**config.mk**
```make
export PLATFORM = sky130hd
export DESIGN_NAME = game_player
export DESIGN_NICKNAME = d
export VERILOG_FILES = /design/src/rtl/game_pkg.sv /design/src/rtl/decision_fifo.sv /design/src/rtl/game_player.sv
export SDC_FILE = /design/constraint.sdc
export NUM_CORES = 1
export LEC_CHECK = 0
export CORE_UTILIZATION = 50
export DETAILED_ROUTE_END_ITERATION = 16
export PLACE_DENSITY = 0.71
export SYNTH_ARGS = -nofsm -noshare
export SYNTH_HDL_FRONTEND = slang
export SYNTH_SLANG_ARGS = --single-unit
export TNS_END_PERCENT = 50
```
**constraint.sdc**
```tcl
create_clock -name clk -period 3.4 [get_ports clk]
set_clock_uncertainty 0.1 [all_clocks]
set_input_delay 0.51 -clock clk [delete_from_list [all_inputs] [get_ports clk]]
set_output_delay 0.51 -clock clk [all_outputs]
set_load 0.05 [all_outputs]
```
**src/rtl/game_pkg.sv**
```systemverilog
// Shared definitions for the scripted game player: game state codes,
// outcome encoding and the player FSM states.
package game_pkg;

    localparam logic [4:0] S_DEC1     = 5'd1;
    localparam logic [4:0] S_DEC2     = 5'd2;
    localparam logic [4:0] S_DEC6     = 5'd6;
    localparam logic [4:0] S_END9     = 5'd9;
    localparam logic [4:0] S_END10    = 5'd10;
    localparam logic [4:0] S_DEC11    = 5'd11;
    localparam logic [4:0] S_DEC12    = 5'd12;
    localparam logic [4:0] S_END13    = 5'd13;
    localparam logic [4:0] S_INVALID  = 5'd16;
    localparam logic [4:0] S_TERMINAL = 5'd21;

    localparam logic [1:0] OUT_NONE  = 2'd0;
    localparam logic [1:0] OUT_END9  = 2'd1;
    localparam logic [1:0] OUT_END10 = 2'd2;
    localparam logic [1:0] OUT_END13 = 2'd3;

    typedef enum logic [2:0] {
        P_IDLE,
        P_RST1,
        P_RST2,
        P_PLAY,
        P_FINISH,
        P_FAIL
    } player_state_t;

    function automatic logic is_decision(input logic [4:0] code);
        return (code == S_DEC1) || (code == S_DEC2) || (code == S_DEC6) ||
               (code == S_DEC11) || (code == S_DEC12);
    endfunction

endpackage

```
**src/rtl/decision_fifo.sv**
```systemverilog
// Script FIFO: DEPTH x 2-bit entries with a show-ahead head output.
// Pushes when full and pops when empty are ignored.
module decision_fifo #(
    parameter int unsigned DEPTH = 16
) (
    input  logic       clk,
    input  logic       rst_n,
    input  logic       push,
    input  logic [1:0] push_data,
    input  logic       pop,
    output logic [1:0] head,
    output logic       full,
    output logic       empty
);
    localparam int unsigned AW = $clog2(DEPTH);
    localparam logic [AW:0] FULL_CNT = DEPTH[AW:0];

    logic [1:0]    mem [DEPTH];
    logic [AW-1:0] wr_ptr;
    logic [AW-1:0] rd_ptr;
    logic [AW:0]   count;
    logic          do_push;
    logic          do_pop;

    assign full    = (count == FULL_CNT);
    assign empty   = (count == '0);
    assign do_push = push && !full;
    assign do_pop  = pop && !empty;
    assign head    = mem[rd_ptr];

    always_ff @(posedge clk) begin
        if (do_push) begin
            mem[wr_ptr] <= push_data;
        end
    end

    // Pointers wrap naturally because DEPTH is a power of two.
    always_ff @(posedge clk or negedge rst_n) begin
        if (!rst_n) begin
            wr_ptr <= '0;
            rd_ptr <= '0;
            count  <= '0;
        end else begin
            if (do_push) wr_ptr <= wr_ptr + 1'b1;
            if (do_pop)  rd_ptr <= rd_ptr + 1'b1;
            case ({do_push, do_pop})
                2'b10:   count <= count + 1'b1;
                2'b01:   count <= count - 1'b1;
                default: count <= count;
            endcase
        end
    end

endmodule

```
**src/rtl/game_player.sv**
```systemverilog
// Plays a preloaded decision script into a game FSM: resets the game, feeds
// decisions at decision states and reports outcome, counts and errors.
module game_player
    import game_pkg::*;
#(
    parameter int unsigned DEPTH   = 16,
    parameter int unsigned TIMEOUT = 32
) (
    input  logic       clk,
    input  logic       reset,
    input  logic       load_valid,
    input  logic [1:0] load_decision,
    output logic       load_ready,
    input  logic       start,
    input  logic [4:0] state,
    output logic       game_rst,
    output logic [1:0] Decision,
    output logic       busy,
    output logic       done,
    output logic       error,
    output logic [1:0] outcome,
    output logic [7:0] move_count,
    output logic [3:0] invalid_count
);
    localparam int unsigned TW = $clog2(TIMEOUT + 1);
    localparam logic [TW-1:0] STALL_LAST = TW'(TIMEOUT - 1);

    player_state_t cur, nxt;
    logic [TW-1:0] stall;
    logic          pop;
    logic          push;
    logic          dec;
    logic [1:0]    head;
    logic          full;
    logic          empty;

    assign dec        = is_decision(state);
    assign load_ready = !full && !busy;
    assign push       = load_valid && load_ready;

    decision_fifo #(.DEPTH(DEPTH)) u_fifo (
        .clk       (clk),
        .rst_n     (reset),
        .push      (push),
        .push_data (load_decision),
        .pop       (pop),
        .head      (head),
        .full      (full),
        .empty     (empty)
    );

    always_ff @(posedge clk or negedge reset) begin
        if (!reset) cur <= P_IDLE;
        else        cur <= nxt;
    end

    always_comb begin
        nxt      = cur;
        pop      = 1'b0;
        busy     = 1'b0;
        done     = 1'b0;
        error    = 1'b0;
        game_rst = 1'b0;
        Decision = 2'd0;
        case (cur)
            // FINISH and FAIL behave exactly like IDLE when start arrives.
            P_IDLE, P_FINISH, P_FAIL: begin
                done  = (cur == P_FINISH);
                error = (cur == P_FAIL);
                if (start) nxt = empty ? P_FAIL : P_RST1;
            end
            P_RST1: begin
                busy     = 1'b1;
                game_rst = 1'b1;
                nxt      = P_RST2;
            end
            P_RST2: begin
                busy     = 1'b1;
                game_rst = 1'b1;
                nxt      = P_PLAY;
            end
            P_PLAY: begin
                busy     = 1'b1;
                Decision = head;
                if (state > S_TERMINAL) begin
                    nxt = P_FAIL;
                end else if (state == S_TERMINAL) begin
                    nxt = P_FINISH;
                end else if (dec) begin
                    if (empty) nxt = P_FAIL;
                    else       pop = 1'b1;
                end else if (stall == STALL_LAST) begin
                    nxt = P_FAIL;
                end
            end
            default: nxt = P_IDLE;
        endcase
    end

    always_ff @(posedge clk or negedge reset) begin
        if (!reset) begin
            stall         <= '0;
            move_count    <= '0;
            invalid_count <= '0;
            outcome       <= OUT_NONE;
        end else begin
            if (cur == P_PLAY && !dec) stall <= stall + 1'b1;
            else                       stall <= '0;

            if (nxt == P_RST1) begin
                move_count    <= '0;
                invalid_count <= '0;
                outcome       <= OUT_NONE;
            end else if (cur == P_PLAY) begin
                if (pop && move_count != 8'hFF) move_count <= move_count + 1'b1;
                if (state == S_INVALID && invalid_count != 4'hF)
                    invalid_count <= invalid_count + 1'b1;
                case (state)
                    S_END9:  outcome <= OUT_END9;
                    S_END10: outcome <= OUT_END10;
                    S_END13: outcome <= OUT_END13;
                    default: outcome <= outcome;
                endcase
            end
        end
    end

endmodule

```
Yosys cells after proc, flatten, opt, wreduce, memory -nomap -nowiden

Memories as Yosys holds them, arrays and structs flattened.
Index checks and enable logic that the tools add are counted.
W data, S select, Z words.

Register bits after elaboration: 36
Latch bits: 0
Bits in writable memories: 32
ROM bits: 0
Input port bits: 11
Memories: 1

$add $sub $neg: 7
$mul: 0
Div/mod/pow operators: 0
Magnitude comparators: 1
Equal/unequal tests: 22
Shifts and indexed selects: 0
Muxes and demuxes: 31
Bitwise gates (word level): 0
Reductions and logical operators: 28

Memories:

| memory     | depth | width | rd ports | clocked after memory_dff | write ports | line                | text |
|---|---|---|---|---|---|---|---|
| u_fifo.mem | 16    | 2     | 1        | 0                        | 1           | decision_fifo.sv:18 | `logic [1:0] mem [DEPTH];` |

Operators with widths:

| cell                  | number |
|---|---|
| $eq A5 B4 Y1 const B  | 5 |
| $mux W8               | 3 |
| $mux W3               | 7 |
| $eq A5 B5 Y1 const B  | 3 |
| $add A4 B1 Y4 const B | 3 |
| $mux W4               | 3 |
| $pmux W3 S4           | 1 |
| $mux W1               | 11 |
| $pmux W5 S2           | 1 |
| $add A8 B1 Y8 const B | 1 |
| $ne A8 B8 Y1 const B  | 1 |
| $reduce_bool A2 Y1    | 4 |
| $logic_and A1 B1 Y1   | 7 |
| $add A6 B1 Y6 const B | 1 |
| $eq A3 B1 Y1 const B  | 2 |
| $eq A3 B2 Y1 const B  | 2 |
| $eq A3 B3 Y1 const B  | 2 |
| $eq A6 B5 Y1 const B  | 1 |
| $mux W2               | 3 |
| $mux W6               | 1 |
| $pmux W2 S3           | 1 |
| $reduce_and A2 Y1     | 3 |
| $reduce_or A3 Y1      | 2 |
| $add A5 B1 Y5 const B | 1 |
| 14 further kinds      | 20 |

Longest topological paths before layout

Gate-level depths: netlist of run 1.

Word-level depth: 13
Depth in mapped cells: 14
Depth with buffers taken out: 12

Cells and area by module

Synthesis of run 1 repeated with hierarchy kept, for this count alone.

Cells, all modules: 293
Area, all modules: 3433.3 µm²

By module, submodules not included:

| module        | instances | cells an instance | area each (µm²) |
|---|---|---|---|
| decision_fifo | 1         | 155               | 2109.5 |
| game_player   | 1         | 138               | 1323.8 |

Worst setup path before layout of run 1

Ideal clock, no wire load.

Path kind: flip-flop to flip-flop
Start point: reg cur[0]
End point: reg u_fifo.count[4]
Arrival: 3726 ps
Setup slack: -552 ps
Cell stages (with the launch flop): 15
Period minus slack after synthesis: 3952 ps
Cells stage by stage: dfrtp_1 > clkbuf_1 > o21bai_1 > inv_1 > a21oi_1 > and2_1 > clkbuf_1 > inv_1 > ha_1 > fa_1 > a21o_1 > a21oi_1 > xor2_1 > nor2_1 > xor2_1

Word-level cells in the longest chain between the ends: 9
Elaborated cells on any way between the ends: 15
Those cells by class: eq/ne (5); mux (3); reduce/logical (7)

RTL lines:

| element                                           | line                | text |
|---|---|---|
| start: declaration                                | game_player.sv:28   | `player_state_t cur, nxt;` |
| start signal: assignment                          | game_player.sv:54   | `else cur <= nxt;` |
| $eq A3 B2 Y1 or $eq A3 B1 Y1 (tied branches)      | game_player.sv:65   | `case (cur)` |
| $reduce_or A3 Y1 (no line) *                      | --                  |  |
| $mux W1 *                                         | game_player.sv:65   |  |
| net busy                                          | game_player.sv:18   | `output logic busy,` |
| $logic_not A1 Y1 *                                | game_player.sv:38   | `assign load_ready = !full && !busy;` |
| $logic_and A1 B1 Y1 *                             | game_player.sv:38   |  |
| net load_ready                                    | game_player.sv:13   | `output logic load_ready,` |
| $logic_and A1 B1 Y1 *                             | game_player.sv:39   | `assign push = load_valid && load_ready;` |
| $logic_and A1 B1 Y1 *                             | decision_fifo.sv:27 | `assign do_push = push && !full;` |
| $eq A2 B1 Y1 or $eq A2 B2 Y1 (tied branches)      | decision_fifo.sv:46 | `case ({do_push, do_pop})` |
| $pmux W5 S2 or $reduce_bool A2 Y1 (tied branches) | --                  |  |
| end signal: assignment                            | decision_fifo.sv:47 | `2'b10: count <= count + 1'b1;` |
| end signal: assignment                            | decision_fifo.sv:48 | `2'b01: count <= count - 1'b1;` |
| end signal: assignment                            | decision_fifo.sv:49 | `default: count <= count;` |
| end: declaration                                  | decision_fifo.sv:21 | `logic [AW:0] count;` |

Mark *: on every way through the listed nets, which the timed path passes. The rest lies on a longest branch.
A chain may end at the register's enable or synchronous reset.

Worst setup path after layout of run 1

Start point: reg u_fifo.count[0]
End point: reg u_fifo.count[4]

Word-level cells in the longest chain between the ends: 9
Elaborated cells on any way between the ends: 19
Those cells by class: add/sub (2); eq/ne (3); mux (6); reduce/logical (8)

RTL lines:

| element                                           | line                | text |
|---|---|---|
| $logic_not A5 Y1 *                                | decision_fifo.sv:26 | `assign empty = (count == '0);` |
| $mux W1                                           | game_player.sv:90   | `if (empty) nxt = P_FAIL;` |
| $mux W1                                           | game_player.sv:89   | `end else if (dec) begin` |
| $mux W1                                           | game_player.sv:87   | `end else if (state == S_TERMINAL) begin` |
| $mux W1                                           | game_player.sv:85   | `if (state > S_TERMINAL) begin` |
| $mux W1                                           | game_player.sv:65   |  |
| $logic_and A1 B1 Y1 *                             | decision_fifo.sv:28 | `assign do_pop = pop && !empty;` |
| net u_fifo.do_pop                                 | decision_fifo.sv:23 | `logic do_pop;` |
| $eq A2 B1 Y1 or $eq A2 B2 Y1 (tied branches)      | decision_fifo.sv:46 |  |
| $pmux W5 S2 or $reduce_bool A2 Y1 (tied branches) | --                  |  |

Marked as above.

==> results.toml, run 1 <==
[global_route]
gr-total-overflow = 0
antenna_found_initial = 0
grt_pass1_vias = 2278
grt_pass1_wl_um = 10740
grtUsageTotal = 0.1969
grt_max_degree = 37

[die]
fp.dieH_um = 85.14
core_area_sq_mm = 0.006495
start_util = 0.5321
ios = 32
fp.dieW_um = 85.14
die-area_sq_mm = 0.007248
rows = 29

[yosys]
seq_area_frac_synth = 0.5387
ys_warn_count = 0
ys_types = 52
syn_inst = 278
synthFlopType = "dfrtp_1"
avgSynthCellArea_sq_um = 12.43
netlist_area_sq_mm = 0.003456
ys_ff_latch = 68
synth_edf_count = 32
synth_nets = 302
synth_async_sr_flop_share = 0.5294

[clock_network]
htree_levels = 3
cts_resized = 0
clk_latency_ns = 0.34
cts_made_buffers = 9
cts_setup_buffers = 0
path_clk_slew_ns = 0.07
cts.path.max_buffers = 2
cts_root_buf = "clkbuf_8"
cts-hold-fix-buffers = 0
cts_sinks = 68
cts_tree = "built"

[timing]
tns_ns = 0
slew_headroom = 0.4668
rsz0062_at_grt = "false"
period_minus_slack_ns = 3.121
fmax_mhz = 320.4
holdWs_ns = 0.1526
drv_slew = 0
tightest_slew_ns = 0.7998
period_share = 0.9180
setup_viol = 0
hold_viol = 0

[flow_run]
max_cap_viol_count = 0

[cells_and_area]
seqCellArea_sq_mm = 0.001862
drive_above_1_share = 0.1835
multi_input_area_sq_mm = 0.001501
syn2layout_area_growth_pct = 19.95
nNetsFinal = 346
layout_commonest_cell = "dfrtp_1"
final_cell_area_sq_mm = 0.004145
fillerInstances = 505
n_antenna_cell = 0
most-common-layout-cells = "36 x dfrtp_1, 32 x edfxtp_1, 28 x clkdlybuf4s50_1"

[placed_design]
port_buffers = 31
placed_area_sq_mm = 0.003921
dp_hpwl_um = 4665
gp_congestion = 0.8026

[setup_path]
crit_path_end_kind = "register"
startpoint_type = "register"
crit_type = "reg2reg"
cp_max_fo = 5
arrival_ns = 3.24
required_ns = 3.52

[power]
leakage_uw = 0.001628
p_per_area_mw_per_mm2 = 777.9
power_uw = 3225
max-vdd-ir-drop_mv = 0.5373

[drt]
drtAntennaViolNets = 0
vias = 2289
viasPerCell = 5.666
dr.pass1.iters = 4
drc = 0
drt_wl_total_um = 6354
drt-initial-drc-count = 120
wl_per_cell_um = 15.73

[status]
status = "finished clean"

[hold_path]
hold_path_class = "in2async"
[sequential cells by signal, summed over array words and instances (netlist names)]
register / count
u_fifo.rd_ptr: 4
move_count: 8
u_fifo.mem: 32
stall: 6
invalid_count: 4
u_fifo.count: 5
cur: 3
outcome: 2
u_fifo.wr_ptr: 4
[area by class of cell]
type                    instances  area share
clock buffers                   9     0.02988
clock inverters                 7     0.02385
inverters                      10    0.009055
multi-input cells             187      0.3622
flip-flops and latches         68      0.4491
well taps                      77     0.02324
repair buffers                 46      0.1026
[per-stage QoR]
stage | util | worst slack, ns | instances
2_1_floorplan | - | 0.05543 | 278
3_3_place_gp | 0.6037 | 0.1819 | 388
3_5_place_dp | 0.6037 | 0.0003400 | 388
4_1_cts | 0.6380 | 0.1699 | 404
5_1_grt | 0.6382 | 0.07218 | 404
6_report | 0.6382 | 0.2789 | 404
[per-layer routing]
| layer | part of all wire | track usage |
|---|---|---|
| met1 | 0.49 | 0.2810 |
| met2 | 0.45 | 0.2933 |
| met3 | 0.037 | 0.03599 |
| met4 | 0.018 | 0.09553 |
| met5 | 0 | 0 |
[cells in the mapped netlist (2+ instances only)]
library cell,instances,area (sq um)
a21o_1,2,15.01
a21oi_1,10,50.05
a21oi_2,2,17.52
a22oi_1,3,22.52
and2_1,2,12.51
and3_1,4,25.02
buf_1,2,7.510
buf_6,3,33.78
clkbuf_1,7,26.28
dfrtp_1,36,900.9
edfxtp_1,32,960.9
ha_1,12,150.1
inv_1,10,37.54
mux2_2,2,22.52
mux2i_1,3,30.03
mux4_2,12,270.3
nand2_1,14,52.55
nand2b_1,5,31.28
nand3_1,7,35.03
nand3b_1,2,15.01
nand4_1,6,37.54
nor2_1,24,90.09
nor2b_1,5,31.28
nor3_1,8,40.04
nor4_1,4,25.02
o21a_1,2,15.01
o21ai_0,11,55.05
o21bai_1,2,15.01
o31a_1,2,17.52
or3_1,3,18.77
xnor2_1,12,105.1
xor2_1,9,78.83
[final timing paths]
check / from / end / slack, ns / cells past startpoint
worst max-delay path: u_fifo.count[0]$_DFFE_PN0P_ / u_fifo.count[4]$_DFFE_PN0P_ / 0.28 / 11
worst min-delay path: reset / invalid_count[0]$_DFFE_PN0P_ / 0.15 / 1
worst max register to register: u_fifo.count[0]$_DFFE_PN0P_ / u_fifo.count[4]$_DFFE_PN0P_ / 0.28 / 11
worst min register to register: stall[0]$_DFF_PN0_ / stall[0]$_DFF_PN0_ / 0.38 / 1
max in group asynchronous: reset / cur[0]$_DFF_PN0_ / 2.53 / 1
min in group clk: stall[0]$_DFF_PN0_ / stall[0]$_DFF_PN0_ / 0.38 / 1
[critical path: stages (launching register included)]
cell and delay (ns):
dfrtp_1 0.45, or4_1 0.59, o21ai_1 0.20, nor2_1 0.10, ha_1 0.22, buf_4 0.16, fa_1 0.40, a21o_1 0.20
a21oi_1 0.20, xor2_1 0.18, nor2_1 0.07, xor2_1 0.14
[where the power goes]
part | switching [uW] | internal (uW)
registers | 199 | 997
clock network | 310 | 416
logic | 733 | 568
[logic make-up after synthesis]
group / share of synthesized area
compound gates: 0.09124
xor+xnor: 0.05322
fa+ha+maj: 0.04924
buf+inv: 0.03186
flops: 0.5387
mux: 0.09341
simple gates: 0.1423
Note: power is estimated with default switching activity, not from simulation.
==> run 2, diff against run 1 <==
--- a/config.mk
+++ b/config.mk
@@ -11,4 +11,5 @@
 export SYNTH_ARGS = -nofsm -noshare
 export SYNTH_HDL_FRONTEND = slang
+export SYNTH_HIERARCHICAL = 1
 export SYNTH_SLANG_ARGS = --single-unit
 export TNS_END_PERCENT = 50
==> constraint.sdc (replaced) <==
create_clock -name clk -period 3.4 [get_ports clk]
set_clock_uncertainty 0.1 [all_clocks]
set_input_delay 0.51 -clock clk [delete_from_list [all_inputs] [get_ports clk]]
set_output_delay 0.51 -clock clk [all_outputs]
set_load 0.1 [all_outputs]
==> results.toml, run 2 <==
[drt]
dr.pass1.iters = 10
drc = 1
drt_wl_total_um = 6154
drtAntennaViolNets = 0
drt-initial-drc-count = 108
viasPerCell = 5.331
vias = 2271
wl_per_cell_um = 14.45

[cells_and_area]
largest_register = "u_fifo/mem"
largest_register_ffs = 32
n_antenna_cell = 0
syn2layout_area_growth_pct = 19.42
drive_above_1_share = 0.2178
final_core_util = 0.6313
most-common-layout-cells = "36 x nor2_1, 36 x dfrtp_1, 32 x edfxtp_1"
largestRegisters = "u_fifo/mem (32), move_count (8), stall (6)"
nNetsFinal = 368

[yosys]
syn_inst = 293
ys_types = 51
synth_top_area_frac = 0.2799
synth_edf_count = 32
synth_most_common_cell = "nor2_1"
ys_warn_count = 6
synth_nets = 317
synth_common_cells = "37 x nor2_1, 36 x dfrtp_1, 32 x edfxtp_1"
synthFlopType = "dfrtp_1"
avgSynthCellArea_sq_um = 11.72
seq_area_frac_synth = 0.5423
synth_async_sr_flop_share = 0.5294
synth.largest_area_cell = "edfxtp_1"
yosys-top-cells-area = "edfxtp_1 28%, dfrtp_1 26%, ha_1 4.4%, xnor2_1 4.3%, nor2_1 4.0%"
netlist_area_sq_mm = 0.003433
ys_ff_latch = 68

[hold_path]
hold_path_class = "in2async"

[timing]
hold_viol = 0
drv_slew = 0
setup_viol = 0
period_minus_slack_ns = 3.264
period_share = 0.9599
rsz0062_at_grt = "false"
tightest_slew_ns = 0.9642
holdWs_ns = 0.1573
fmax_mhz = 306.4
slew_headroom = 0.3552

[clock_network]
cts_made_buffers = 9
clk_latency_ns = 0.34
cts_root_buf = "clkbuf_8"
cts_sinks = 68
cts_tree = "built"
htree_levels = 3
path_clk_slew_ns = 0.08
cts.path.max_buffers = 2

[setup_path]
required_ns = 3.52
slowest_delay_ns = 0.48
crit_path_end_kind = "register"
arrival_ns = 3.38
cp_top_family = "simple AND/OR/NAND/NOR gates"
worst_path_max_delay_cell = "mux4_2"
path_cells = "dlygate4sd2_1 > or2_0 > mux4_2 > or2_4 > nor3_2 > nor2b_4 > ha_2 > buf_4 > ha_1 > nor2b_2 > o21ai_2 > a21oi_1 > or3b_1 > xnor2_1"
startpoint_type = "input port"
crit_type = "in2reg"
cp_max_fo = 4
path_buf_inv = 2

[global_route]
grt_max_degree = 37
grt_pass1_vias = 2163
grt_pass1_wl_um = 10470
antenna_found_initial = 0
gr-total-overflow = 0
grtUsageTotal = 0.1891

[placed_design]
gp_congestion = 0.7559
port_buffers = 31
dp_hpwl_um = 4421

[power]
power.switching_uw = 1364
seq_power_share = 0.378
intPower_uw = 1755
switching_share = 0.4372
max-vdd-ir-drop_mv = 0.7750
power.share.clock = 0.189
p_per_area_mw_per_mm2 = 760.7
leakage_uw = 0.001658
pwr-share-comb = 0.434

[status]
violations = "DRC"
status = "complete, but fails checks"

[die]
ios = 32
fp.dieH_um = 84.87
fp.dieW_um = 84.87
start_util = 0.5286
rows = 29
die-area_sq_mm = 0.007202
core_area_sq_mm = 0.006495

[flow_run]
max_cap_viol_count = 0
[run 2: cell types whose count changed after synthesis, moves of 3 or more]
cell      before  now
nor3b_1        1    4
or3_1          3    0
mux2_2         2    6
nor2_1        24   37
clkbuf_1       7    3
xnor2_1       12   17
nor4_2         0    4
mux4_2        12    5
nand2_1       14   25
nor4_1         4    0
[run 2: path summary, 6_finish.rpt]
path / end / from / slack, ns / cells past startpoint
worst max-delay path: u_fifo/count[4]$_DFFE_PN0P_ / state[3] / 0.14 / 14
worst min-delay path: stall[0]$_DFF_PN0_ / reset / 0.16 / 1
worst max register to register: u_fifo/count[4]$_DFFE_PN0P_ / u_fifo/count[1]$_DFFE_PN0P_ / 0.39 / 13
worst min register to register: stall[0]$_DFF_PN0_ / stall[0]$_DFF_PN0_ / 0.37 / 1
max in group asynchronous: u_fifo/count[4]$_DFFE_PN0P_ / reset / 2.51 / 1
min in group clk: stall[0]$_DFF_PN0_ / stall[0]$_DFF_PN0_ / 0.37 / 1
[run 2: layer usage]
metal,GRT usage,part of all wire
met5,0,0
met1,0.2718,0.50
met3,0.05058,0.041
met2,0.2794,0.45
met4,0.06626,0.011
[run 2: power groups by stage]
stage | clock (uW) | sequential, uW | combinational, uW
6_report | 589 | 1180 | 1350
5_1_grt | 638 | 1200 | 1460
4_1_cts | 603 | 1180 | 1350
3_5_place_dp | 0 | 1190 | 1340
3_3_place_gp | 0 | 1190 | 1320
2_1_floorplan | 0 | 1240 | 985
[run 2: logic make-up after synthesis]
| group | synth area share |
|---|---|
| and+or+nand+nor | 0.1768 |
| DFF | 0.5423 |
| AOI/OAI and AO/OA | 0.06779 |
| xor gates and xnor gates | 0.06122 |
| buffers and inverters | 0.03389 |
| muxes | 0.06851 |
| adders and majority gates | 0.04956 |
[run 2: metrics by stage]
step | setup slack (ns) | area (sq um) | power (uW) | setup TNS [ns] | instances
CTS | 0.07521 | 4081 | 3131 | 0 | 426
global placement | -0.5395 | 3887 | 2509 | -0.8601 | 408
floorplan | -0.2394 | 3452 | 2225 | -0.2394 | 293
detailed placement | -0.5981 | 3887 | 2537 | -1.015 | 408
finish | 0.1364 | 4100 | 3119 | 0 | 426
global route | 0.03022 | 4100 | 3297 | 0 | 426
[run 2: worst reg2reg max path: cells and delay by family (launching register included)]
kind | cells | cell delay (ns)
fa+ha+maj | 2 | 0.49
flops | 1 | 0.42
buf+inv | 3 | 0.37
compound gates | 2 | 0.16
simple gates | 5 | 1.23
xor+xnor | 1 | 0.13
[run 2: layout make-up]
type	count	area [sq um]
Timing Repair Buffer	50	421.7
Tap cell	77	96.34
Sequential cell	68	1862
Clock inverter	6	40.04
Fill cell	516	2395
Multi-Input combinational cell	203	1498
Inverter	12	45.04
Clock buffer	10	137.6
[run 2: timing repair]
item                                    CTS  global route
cloned                                    0             0
setup buffers                             2             0
hold buffers                              0             0
endpoints found under the setup margin    1             1
pin swaps                                 1             0
gates resized for setup                   6             5
==> run 3, diff against run 2 <==
Settings changed: GPL_ROUTABILITY_DRIVEN set to 0, HOLD_SLACK_MARGIN set to 0.15.
==> results of run 3 <==
Same layout as run 2: the final DEF is identical, and so are final timing and power.
